$ cat src/rtl/dds_wave_ctrl.sv
// Waveform RAM controller: streams a table into a single-port RAM, then plays it
// back through a phase accumulator as a valid-qualified DDS sample stream.
module dds_wave_ctrl #(
  parameter int DATA_WIDTH  = 8,
  parameter int DATA_DEPTH  = 256,
  parameter int PHASE_WIDTH = 32
) (
  input  logic                          clk_i,
  input  logic                          rst_ni,
  input  logic                          load_valid_i,
  output logic                          load_ready_o,
  input  logic [DATA_WIDTH-1:0]         load_data_i,
  output logic                          load_done_o,
  input  logic                          start_i,
  input  logic                          stop_i,
  input  logic [PHASE_WIDTH-1:0]        freq_word_i,
  output logic                          ram_wea_o,
  output logic [$clog2(DATA_DEPTH)-1:0] ram_addr_o,
  output logic [DATA_WIDTH-1:0]         ram_wr_data_o,
  input  logic [DATA_WIDTH-1:0]         ram_re_data_i,
  output logic [DATA_WIDTH-1:0]         wave_out_o,
  output logic                          wave_valid_o,
  output logic                          busy_o
);

  localparam int ADDR_W = $clog2(DATA_DEPTH);

  typedef enum logic [1:0] {
    ST_IDLE,
    ST_LOAD,
    ST_RUN
  } state_e;

  state_e                 state_q, state_d;
  logic [PHASE_WIDTH-1:0] phase_q, phase_d;
  logic [PHASE_WIDTH-1:0] freq_q, freq_d;
  logic [ADDR_W-1:0]      wr_ptr_q, wr_ptr_d;
  logic                   ram_wea_q, ram_wea_d;
  logic [ADDR_W-1:0]      ram_addr_q, ram_addr_d;
  logic [DATA_WIDTH-1:0]  ram_wr_data_q, ram_wr_data_d;
  logic [DATA_WIDTH-1:0]  wave_q, wave_d;
  logic                   wave_valid_q, wave_valid_d;
  logic                   load_done_q, load_done_d;
  // rd_pend: an address was issued last edge; re_pend: ram_re_data now holds its result.
  logic                   rd_pend_q, rd_pend_d;
  logic                   re_pend_q, re_pend_d;

  logic                   accept;
  logic [PHASE_WIDTH-1:0] phase_sum;

  assign load_ready_o = (state_q != ST_RUN);
  assign accept       = load_valid_i & load_ready_o;
  assign phase_sum    = phase_q + freq_q;

  always_comb begin
    state_d       = state_q;
    phase_d       = phase_q;
    freq_d        = freq_q;
    wr_ptr_d      = wr_ptr_q;
    ram_wea_d     = 1'b0;
    ram_addr_d    = ram_addr_q;
    ram_wr_data_d = ram_wr_data_q;
    wave_d        = wave_q;
    wave_valid_d  = 1'b0;
    load_done_d   = 1'b0;
    rd_pend_d     = 1'b0;
    re_pend_d     = 1'b0;

    unique case (state_q)
      ST_IDLE: begin
        if (accept) begin
          ram_wea_d     = 1'b1;
          ram_addr_d    = wr_ptr_q;
          ram_wr_data_d = load_data_i;
          wr_ptr_d      = wr_ptr_q + ADDR_W'(1);
          state_d       = ST_LOAD;
        end else if (start_i) begin
          freq_d     = freq_word_i;
          phase_d    = '0;
          ram_addr_d = '0;
          rd_pend_d  = 1'b1;
          state_d    = ST_RUN;
        end
      end

      ST_LOAD: begin
        if (accept) begin
          ram_wea_d     = 1'b1;
          ram_addr_d    = wr_ptr_q;
          ram_wr_data_d = load_data_i;
          wr_ptr_d      = wr_ptr_q + ADDR_W'(1);
          if (wr_ptr_q == ADDR_W'(DATA_DEPTH - 1)) begin
            state_d     = ST_IDLE;
            load_done_d = 1'b1;
          end
        end
      end

      ST_RUN: begin
        // Stop drops everything in flight; the next start replays from phase 0.
        if (stop_i) begin
          state_d = ST_IDLE;
        end else begin
          phase_d    = phase_sum;
          ram_addr_d = phase_sum[PHASE_WIDTH-1 -: ADDR_W];
          rd_pend_d  = 1'b1;
          re_pend_d  = rd_pend_q;
          if (re_pend_q) begin
            wave_d       = ram_re_data_i;
            wave_valid_d = 1'b1;
          end
        end
      end

      default: state_d = ST_IDLE;
    endcase
  end

  always_ff @(posedge clk_i or negedge rst_ni) begin
    if (!rst_ni) begin
      state_q       <= ST_IDLE;
      phase_q       <= '0;
      freq_q        <= '0;
      wr_ptr_q      <= '0;
      ram_wea_q     <= 1'b0;
      ram_addr_q    <= '0;
      ram_wr_data_q <= '0;
      wave_q        <= '0;
      wave_valid_q  <= 1'b0;
      load_done_q   <= 1'b0;
      rd_pend_q     <= 1'b0;
      re_pend_q     <= 1'b0;
    end else begin
      state_q       <= state_d;
      phase_q       <= phase_d;
      freq_q        <= freq_d;
      wr_ptr_q      <= wr_ptr_d;
      ram_wea_q     <= ram_wea_d;
      ram_addr_q    <= ram_addr_d;
      ram_wr_data_q <= ram_wr_data_d;
      wave_q        <= wave_d;
      wave_valid_q  <= wave_valid_d;
      load_done_q   <= load_done_d;
      rd_pend_q     <= rd_pend_d;
      re_pend_q     <= re_pend_d;
    end
  end

  assign ram_wea_o     = ram_wea_q;
  assign ram_addr_o    = ram_addr_q;
  assign ram_wr_data_o = ram_wr_data_q;
  assign wave_out_o    = wave_q;
  assign wave_valid_o  = wave_valid_q;
  assign load_done_o   = load_done_q;
  assign busy_o        = (state_q != ST_IDLE);

endmodule

$ cat config.mk
export PLATFORM = sky130hd
export DESIGN_NAME = dds_wave_ctrl
export DESIGN_NICKNAME = d
export VERILOG_FILES = /design/src/rtl/dds_wave_ctrl.sv
export SDC_FILE = /design/constraint.sdc
export NUM_CORES = 1
export LEC_CHECK = 0
export CORE_MARGIN = 2
export CORE_UTILIZATION = 45
export CTS_BUF_LIST = sky130_fd_sc_hd__clkbuf_16
export DETAILED_ROUTE_END_ITERATION = 10
export GPL_TIMING_DRIVEN = 0
export PLACE_DENSITY = 0.75
export SYNTH_ARGS = -nofsm -noshare
export SYNTH_HDL_FRONTEND = slang
export SYNTH_SLANG_ARGS = --single-unit
$ cat constraint.sdc
create_clock -name clk_i -period 2.6 [get_ports clk_i]
set_input_delay 0.52 -clock clk_i [delete_from_list [all_inputs] [get_ports clk_i]]
set_output_delay 0.52 -clock clk_i [all_outputs]
set_load 0.02 [all_outputs]
* Word-level counts from Yosys, hierarchy flattened
Cells that the tools add are included.
Widths: inputs -> output; s select.
** Cells by class
- Equality and inequality tests :: 11
- Multiplexer cells :: 29
- Reduce and logical (&&, ||, !) cells :: 11
- Add/subtract/negate cells :: 2
- Bitwise gates (word level) :: 3
** Operators with widths (count)
- $mux 32 :: 3
- $pmux 32 s2 :: 1
- $add 32x32->32 :: 1
- $mux 8 :: 4
- $pmux 8 s3 :: 1
- $ne 2x2->1 const B :: 7
- $mux 1 :: 13
- $reduce_and 4->1 :: 3
- $mux 2 :: 5
- $add 8x1->8 const B :: 1
- $eq 8x8->1 const B :: 1
- $pmux 2 s3 :: 1
- $reduce_and 3->1 :: 2
- $reduce_bool 2->1 :: 2
- $ne 3x3->1 const B :: 1
- $reduce_bool 3->1 :: 1
- $eq 2x1->1 const B :: 1
- $eq 2x2->1 const B :: 1
- $logic_not 2->1 :: 1
- $not 1->1 :: 2
- $pmux 1 s2 :: 1
- $reduce_and 2->1 :: 1
- $reduce_or 2->1 :: 1
- $and 1x1->1 :: 1
** Storage, ports and cells
- Word-level logic and storage cells :: 68
- Input port bits :: 53
- Output and inout port bits :: 29
- Bits in registers :: 103

* Depth between registers and ports, before layout
- Word-level depth :: 4
- Mapped depth :: 11
- Depth with buffers taken out :: 11

* Least setup slack after synthesis
No wires, ideal clock.
- Path kind :: register to register
- Start point :: register phase_q[0]
- End point :: register ram_addr_q[6] (netlist: ram_addr_o[6])
- Clock period less this slack :: 2.802 ns
- Setup time :: 0.131 ns
- Path buffers :: 0
- Required time :: 2.469 ns
- Stages on the path, launching flop included :: 12
- Path slack :: -0.202 ns
- Data arrival time :: 2.671 ns
- Cells stage by stage :: dfrtp_1 ha_1 fa_1 a211oi_1 o211ai_1 o211ai_1 a21oi_1 a2111oi_0 o21ai_0 xnor2_1 a221oi_1 a21oi_1
** Between the ends
- Longest elaborated chain between the ends :: 3
** Ends and longest elaborated chain
- from (decl) :: line 35 : logic [PHASE_WIDTH-1:0] phase_q, phase_d;
- from (signal assigned) :: line 135 : phase_q <= phase_d;
- $add 32x32->32 :: line 53 : assign phase_sum = phase_q + freq_q;
- $mux 8 :: line 101 : if (stop_i) begin
- $pmux 8 s3 :: line 69 : unique case (state_q)
- to (signal assigned) :: line 139 : ram_addr_q <= ram_addr_d;
- to (decl) :: line 39 : logic [ADDR_W-1:0] ram_addr_q, ram_addr_d;
No other way between the ends. The select of a mux whose other input is x is not followed.
A chain may end at the register's enable or synchronous reset.

* Worst setup path in the final report
- Start point :: register phase_q[0]
- End point :: register phase_q[28]
** Between the ends
- Longest elaborated chain between the ends :: 3
** Ends and longest elaborated chain (line)
- $add 32x32->32 :: 53
- $mux 32 :: 101
- $pmux 32 s2 :: 69
No other way between the ends. The select of a mux whose other input is x is not followed.

==> results.cfg <==
[run_status]
status = complete, but fails checks
violations = setup timing

[synthesis]
syn_inst = 536
synthArstFlopShare_pct = 100
ys.flop_type = dfrtp_1
synth_seq_area_share_pct = 45.9
ys_warn_count = 0
synth_top_area_cell = dfrtp_1
synth_top_cell_area_share_pct = 45.9
syn_nets = 626
synth.distinct_cells = 59
synth-seq-cells = 103
synth_area_um2 = 5620
avgSynthCellArea_um2 = 10.5
synth_edf_count = 0
ys_top_cells_by_area = dfrtp_1 46%, mux2_2 9.8%, ha_1 8.0%, o21ai_0 4.6%, nand2_1 3.7%

[setup_path]
reg2reg_depth = 12
critPathTopFamily = compound AO/OA/AOI/OAI gates
path_max_fanout = 3
crit_arrival_ns = 3.07
required_ns = 2.83
worstSetupPathType = reg2reg
crit_path_frequent_cell = o211ai_1
critPathCaptureType = flop
cp_slowest_cell = dfrtp_1
crit_chain = ha_4 -> fa_2 -> a211oi_2 -> o211ai_1 -> buf_4 -> o211ai_1 -> a21o_1 -> a41o_1 -> a21oi_2 -> and4_1 -> nor3_2 -> o21ai_1
path_buf_inv = 1
cp_slowest_stage_delay_ns = 0.42
crit_cells = 12
start_kind = flop
timing.rr.start = phase_q[0]$_DFFE_PN0P_
worstSetupStartpoint = phase_q[0]$_DFFE_PN0P_

[detailed_routing]
wl_per_cell_um = 16.0
routed_via_density = 5.54
first_iter_violations = 214
antenna_left = 0
wirelength_um = 13100
dr.pass1.iters = 5
drc = 0
vias = 4533

[clock_tree]
cts_buffers = 9
cts_tree = yes
cts.sinks = 103
clock_path_buffers = 2
htree_levels = 3
clk_pin_slew_ns = 0.07
clk_latency_ns = 0.35
cts_hold_buf = 0
clock-root-buffer = clkbuf_16

[power]
power.density_nw_per_um2 = 1330
ir_worst_vdd_mv = 0.627
power_leakage_nw = 3.24
power.total_mw = 9.85

[final_layout]
fin_util_pct = 61.3
fin_nets = 736
drive_gt1_share_pct = 22.8
num-fill-cells = 975
n_antenna_cell = 0
fin_cells = 818
final_area_um2 = 7430
syn_to_final_growth_pct = 32.2

[job]
max-cap-violations = 0

[global_route]
grt_pass1_vias = 4461
grt_usage_pct = 20.2
grt_pass1_wl_um = 21400
grt_max_degree = 70
overflow = 0
antenna_found_initial = 0

[die]
io-pin-count = 82
core_area_um2 = 12100
start_util_pct = 46.4
num_rows = 40
dieArea_um2 = 13400
die_x_um = 116
die_h_um = 116

[sta]
setup_tns_ns = -1.49
timing.slew.headroom_pct = 47.7
finalCritPeriodShare_pct = 110
layout_min_cycle_time_ns = 2.85
layout_setup_ws_ns = -0.247
finalHoldViolations = 0
hold_slack_ns = 0.121
finClkSkew_ns = 0.00511
setup_viol = 13
rsz0062_at_grt = yes
final_max_slew_viol_count = 0
max_freq_ghz = 0.351
worstMarginPinSlew_ns = 0.780

[placed_design]
portBuffers = 81
gp_congestion = 0.823
place_area_um2 = 6680
pre_cts_slack_ns = -0.424
dp_hpwl_um = 9260
place_inst = 786

[worst_hold_path]
hold_path.class = in2async
==> state kept, by name, indices dropped and copies added (netlist names) <==
signal         count
ram_wr_data_o      8
re_pend_q          1
freq_q            32
ram_wea_o          1
phase_q           32
rd_pend_q          1
load_done_o        1
ram_addr_o         8
wr_ptr_q           8
state_q            2
wave_valid_o       1
wave_out_o         8
==> what timing repair did <==
action | 4_1_cts | 5_1_grt
buffers inserted | 11 | 8
gates resized for setup | 37 | 42
endpoints found under the setup margin | 17 | 48
pin swaps | 25 | 15
==> routing by layer <==
| layer | track usage (%) | vias to the layer above | wire length, µm |
|---|---|---|---|
| li1 | - | 2168 | - |
| met1 | 27.3 | 2252 | 5910 |
| met2 | 32.4 | 88 | 6460 |
| met3 | 3.56 | 25 | 423 |
| met4 | 8.49 | 0 | 289 |
| met5 | 0 | - | 0 |
==> cell type report <==
class	count	area [µm²]	share of cell area [%]
timing repair buffer	99	973	13.1
inverter	16	60.1	0.808
clock buffer	9	225	3.03
buffer	12	52.6	0.707
sequential	103	2580	34.7
tap	168	210	2.83
multi-input combinational	405	3270	44.1
clock inverter	6	55.1	0.741
==> worst paths after layout <==
| check | endpoint | slack, ns |
|---|---|---|
| max in group asynchronous | freq_q[1]$_DFFE_PN0P_ | 1.76 |
| max reg2reg | phase_q[28]$_DFFE_PN0P_ | -0.25 |
| min reg2reg | re_pend_q$_DFF_PN0_ | 0.46 |
| min in group clk_i | re_pend_q$_DFF_PN0_ | 0.46 |
| max | phase_q[28]$_DFFE_PN0P_ | -0.25 |
| min | freq_q[9]$_DFFE_PN0P_ | 0.12 |
==> where the power goes <==
part | switching, mW | internal [mW]
Combinational | 3.07 | 2.70
Sequential | 0.488 | 2.28
Clock | 0.583 | 0.730
==> synth_stat cells, types with 6 or more instances <==
cell	instances
dfrtp_1	103
nand2_1	56
o21ai_0	52
mux2_2	49
ha_1	36
a21oi_1	32
nor2_1	28
inv_1	16
xor2_1	16
xnor2_1	15
nand3_1	13
clkbuf_1	10
nor3_1	7
a211oi_1	6
a21o_1	6
a22o_1	6
o211ai_1	6
==> cell families after synthesis <==
group                    Yosys count  synth area share (%)
AO/OA/AOI/OAI                    152                  17.8
AND/OR/NAND/NOR                  134                  11.0
flip-flops                       103                  45.9
multiplexers                      51                  10.2
adder cells (fa/ha/maj)           37                  8.37
XOR/XNOR                          31                  4.83
buffers and inverters             28                  1.92
==> cells in the final DEF, fill, tap and decap left out, types with 9 or more instances in the layout <==
master | synthesis | layout
a21oi_1 | 32 | 26
buf_4 | 0 | 16
clkbuf_16 | 0 | 9
clkdlybuf4s50_1 | 0 | 79
dfrtp_1 | 103 | 101
ha_1 | 36 | 28
inv_1 | 16 | 18
mux2_2 | 49 | 49
nand2_1 | 56 | 56
nand3_1 | 13 | 11
nor2_1 | 28 | 25
o21ai_0 | 52 | 40
o21ai_1 | 3 | 12
xnor2_1 | 15 | 10
xor2_1 | 16 | 15
Power figures use the tool's default switching activity.
